[src/rtl/serv_wb_arbiter.sv]
// Two-master (ibus read-only, dbus read/write) to one-slave classic Wishbone arbiter.
// Optional watchdog built only when SERV_ARB_TIMEOUT_EN is defined.
module serv_wb_arbiter #(
  parameter int unsigned TIMEOUT_W = 8
) (
  input  logic        clk,
  input  logic        i_rst_n,
  input  logic [31:0] i_ibus_adr,
  input  logic        i_ibus_cyc,
  output logic [31:0] o_ibus_rdt,
  output logic        o_ibus_ack,
  input  logic [31:0] i_dbus_adr,
  input  logic [31:0] i_dbus_dat,
  input  logic [3:0]  i_dbus_sel,
  input  logic        i_dbus_we,
  input  logic        i_dbus_cyc,
  output logic [31:0] o_dbus_rdt,
  output logic        o_dbus_ack,
  output logic [31:0] o_wb_adr,
  output logic [31:0] o_wb_dat,
  output logic [3:0]  o_wb_sel,
  output logic        o_wb_we,
  output logic        o_wb_cyc,
  input  logic [31:0] i_wb_rdt,
  input  logic        i_wb_ack,
  output logic        o_timeout
);

  typedef enum logic [1:0] {
    IDLE  = 2'd0,
    GNT_I = 2'd1,
    GNT_D = 2'd2
  } state_t;

  state_t state;
  logic   gnt_i_c;
  logic   gnt_d_c;
  logic   req_c;
  logic   wd_fire_c;
  logic   ack_c;

  if (TIMEOUT_W < 2) begin : g_bad_timeout_w
    $error("serv_wb_arbiter: TIMEOUT_W must be at least 2");
  end

  assign gnt_i_c = (state == GNT_I) && i_ibus_cyc;
  assign gnt_d_c = (state == GNT_D) && i_dbus_cyc;
  assign req_c   = gnt_i_c || gnt_d_c;
  assign ack_c   = req_c && (i_wb_ack || wd_fire_c);

`ifdef SERV_ARB_TIMEOUT_EN
  logic [TIMEOUT_W-1:0] wd_cnt;
  logic                 timeout_q;

  // Watchdog: held at zero while idle so every grant starts a fresh count.
  always_ff @(posedge clk or negedge i_rst_n) begin
    if (!i_rst_n) begin
      wd_cnt    <= '0;
      timeout_q <= 1'b0;
    end else begin
      if (state == IDLE) begin
        wd_cnt <= '0;
      end else if (o_wb_cyc && !i_wb_ack) begin
        wd_cnt <= wd_cnt + TIMEOUT_W'(1);
      end
      if (wd_fire_c) begin
        timeout_q <= 1'b1;
      end
    end
  end

  // A real slave ack in the terminal cycle wins over the watchdog.
  assign wd_fire_c = req_c && (wd_cnt == '1) && !i_wb_ack;
  assign o_timeout = timeout_q;
`else
  assign wd_fire_c = 1'b0;
  assign o_timeout = 1'b0;
`endif

  // Grant FSM; every release passes through IDLE so a stale cyc is never re-granted.
  always_ff @(posedge clk or negedge i_rst_n) begin
    if (!i_rst_n) begin
      state <= IDLE;
    end else begin
      case (state)
        IDLE: begin
          if (i_dbus_cyc) begin
            state <= GNT_D;
          end else if (i_ibus_cyc) begin
            state <= GNT_I;
          end
        end
        GNT_I: begin
          if (!i_ibus_cyc || ack_c) begin
            state <= IDLE;
          end
        end
        GNT_D: begin
          if (!i_dbus_cyc || ack_c) begin
            state <= IDLE;
          end
        end
        default: state <= IDLE;
      endcase
    end
  end

  // Slave request mux and zero-latency ack/read-data return.
  always_comb begin
    o_wb_adr   = '0;
    o_wb_dat   = '0;
    o_wb_sel   = '0;
    o_wb_we    = 1'b0;
    o_wb_cyc   = req_c && !wd_fire_c;
    o_ibus_ack = gnt_i_c && (i_wb_ack || wd_fire_c);
    o_dbus_ack = gnt_d_c && (i_wb_ack || wd_fire_c);
    o_ibus_rdt = '0;
    o_dbus_rdt = '0;
    case (state)
      GNT_I: begin
        o_wb_adr = i_ibus_adr;
        o_wb_sel = 4'hF;
        if (!wd_fire_c) begin
          o_ibus_rdt = i_wb_rdt;
        end
      end
      GNT_D: begin
        o_wb_adr = i_dbus_adr;
        o_wb_dat = i_dbus_dat;
        o_wb_sel = i_dbus_sel;
        o_wb_we  = i_dbus_we;
        if (!wd_fire_c) begin
          o_dbus_rdt = i_wb_rdt;
        end
      end
      default: ;
    endcase
  end

endmodule
[config.mk]
export PLATFORM = sky130hd
export DESIGN_NAME = serv_wb_arbiter
export DESIGN_NICKNAME = d
export VERILOG_FILES = /design/src/rtl/serv_wb_arbiter.sv
export SDC_FILE = /design/constraint.sdc
export NUM_CORES = 1
export LEC_CHECK = 0
export ABC_AREA = 1
export CORE_AREA = 3 3 106 108
export CTS_CLUSTER_DIAMETER = 100
export DETAILED_ROUTE_END_ITERATION = 16
export DIE_AREA = 0 0 109 111
export PLACE_DENSITY = 0.68
export RECOVER_POWER = 25
export SYNTH_ARGS = -nofsm -noshare
export SYNTH_HDL_FRONTEND = slang
export SYNTH_SLANG_ARGS = --single-unit
[constraint.sdc]
create_clock -name clk -period 3.1 [get_ports clk]
set_input_delay 0.31 -clock clk [delete_from_list [all_inputs] [get_ports clk]]
set_output_delay 0.31 -clock clk [all_outputs]
set_load 0.005 [all_outputs]
==> results of run 1 <==
## Yosys cell counts
cell type,number
nand3_1,2
inv_1,102
a21oi_1,36
nor2_1,4
buf_6,5
buf_2,14
conb_1,1
ha_1,3
buf_4,3
nand2_1,175
dfrtp_1,2
clkinv_1,1
## metrics by stage
stage	total power (W)	utilization [%]	worst slack, ns	cells
3_3_place_gp	0.00197	41.8	0.753	739
2_1_floorplan	0.000858	-	1.64	348
4_1_cts	0.00211	42.2	0.470	742
5_1_grt	0.00223	42.2	0.233	742
3_5_place_dp	0.00199	41.8	0.699	739
6_report	0.00203	42.2	0.403	742
## cells in the final DEF, fill, tap and decap left out
master / n
a21oi_1: 36
buf_12: 2
buf_4: 1
clkbuf_2: 1
clkbuf_8: 3
clkdlybuf4s50_1: 244
clkinv_1: 1
conb_1: 1
dfrtp_1: 2
dlygate4sd3_1: 29
ha_1: 1
ha_2: 1
ha_4: 1
inv_1: 102
nand2_1: 175
nand3_1: 2
nor2_1: 4
## routing by layer
layer  share of wire, %  global-route usage (%)
met5                  0                       0
met4               0.64                    2.02
met3                 10                    2.80
met2                 53                    27.9
met1                 36                    15.0
## worst paths after layout
check / to / slack, ns / from / depth (start not counted)
worst max-delay path: o_wb_adr[5] / 0.40 / state[0] / 6
worst min register to register: state[0] / 0.51 / state[0] / 2
max in group asynchronous: state[1] / 2.64 / i_rst_n / 1
worst min-delay path: state[0] / 0.34 / i_rst_n / 1
min in group clk: state[0] / 0.51 / state[0] / 2
worst max register to register: state[1] / 1.29 / state[1] / 9
## cell type report
| type | count | area (um^2) | share of cell area [%] |
|---|---|---|---|
| Timing Repair Buffer | 277 | 2790 | 64.0 |
| Clock buffer | 3 | 41.3 | 0.949 |
| Inverter | 103 | 387 | 8.88 |
| Sequential cell | 2 | 50.0 | 1.15 |
| Tap cell | 136 | 170 | 3.91 |
| Multi-Input combinational cell | 221 | 918 | 21.1 |
## critical path: stages, from the launching register on
cell and delay (ns):
dfrtp_1 0.36, inv_1 0.09, ha_1 0.29, clkinv_1 0.05, clkbuf_2 0.47, a21oi_1 0.36, clkdlybuf4s50_1 0.55
## power breakdown
part / total [W] / internal (W) / switching [W]
Combinational: 0.00188 / 0.00102 / 0.000859
Clock: 0.000103 / 0.0000821 / 0.0000206
Sequential: 0.0000460 / 0.0000359 / 0.0000101
## cell families (layout without fill, tap and decap cells)
logic type	Yosys count	count (layout)	synth area share, %
and+or+nand+nor	181	181	45.8
buffers and inverters	125	383	36.0
AOI/OAI and AO/OA	36	36	12.1
adders and majority gates	3	3	2.52
DFF	2	2	3.36
other	1	1	0.252
==> metrics.cfg, run 1 <==
[run_status]
outcome=finished clean

[final_layout]
nNetsFinal=749
syn_to_final_growth_pct=192
num-fill-cells=1065
stdcell_area_um2=4350
n_antenna_cell=0
largest_register=state
largestRegisters=state: 2 flops
largest_register_ffs=2
drive_gt1_share_pct=1.49

[critical_path]
crit_arrival_ns=2.39
cp.required_ns=2.79
crit_fanout=36
start_kind=flip-flop
end_kind=output port
critical_path_class=flip-flop to output port

[clock_network]
cts_resized=0
cts.sinks=2
cts_setup_buffers=0
clk_pin_slew_ns=0.03
clock-root-buffer=clkbuf_8
numCtsBuffers=3
cts_tree=done
clk_path_buf_depth=2
htreeDepth=1
insertion_delay_ns=0.21
ctsHoldBuffers=0

[detailed_routing]
wl_per_cell_um=12.5
drc_errors=0
drt_iter0_markers=190
wl_mm=9.26
viasPerCell=3.87
num_vias=2872
ant_nets=0
drt_first_pass_iters=6

[global_routing]
antenna_found_initial=0
grt_max_degree=55
first_global_vias=2781
grt_use_total_pct=14.0
grt_pass1_wl_mm=13.8
overflow=0

[job]
cap_violations=0

[synthesis]
synth_top_area_cell=nand2_1
yosys_warnings=0
syn-num-nets=489
synth_cell_type_count=12
ys_top_cells_by_area=nand2_1 (44%), inv_1 (26%), a21oi_1 (12%), buf_2 (4.7%), buf_6 (3.8%)
yosysSeqAreaShare_pct=3.36
ys_ff_latch=2
synthesis.area_um2=1490
synth_area_per_cell_um2=4.28
syn_inst=348
synth_top_area_share_pct=44.1

[sta]
final_hold_viol_count=0
setup_viol=0
relSlewSlack_pct=45.3
worst_pin_slew_ns=0.821
drv_slew=0
min_period_ns=2.70
tns_ns=0
fin_crit_sh_pct=87.0
max_freq_mhz=371
finalClockSkew_ns=0.000366
rsz0062_at_grt=no
hold_ws_ns=0.336

[die]
die_h_um=111
rows=37
die_w_um=109
io_pins=275
initial_core_util_pct=14.4
dieArea_um2=12100
core_area_um2=10300

[placement]
io_buffers=273
post_dp_cell_area_um2=4310
place_hpwl_mm=7.77
gp_congestion=0.897

[power]
power.density_nw_per_um2=466
vdd_ir_drop_max_v=0.000364
power.leakage_nw=2.36

[worst_hold_path]
hp-class=input pin to asynchronous set/reset pin

Power figures use the tool's default switching activity.
==> run 2, diff against run 1 <==
Settings changed: GPL_ROUTABILITY_DRIVEN set to 0.
==> results of run 2 <==
No change in the layout: final DEF, timing and power equal those of run 1.
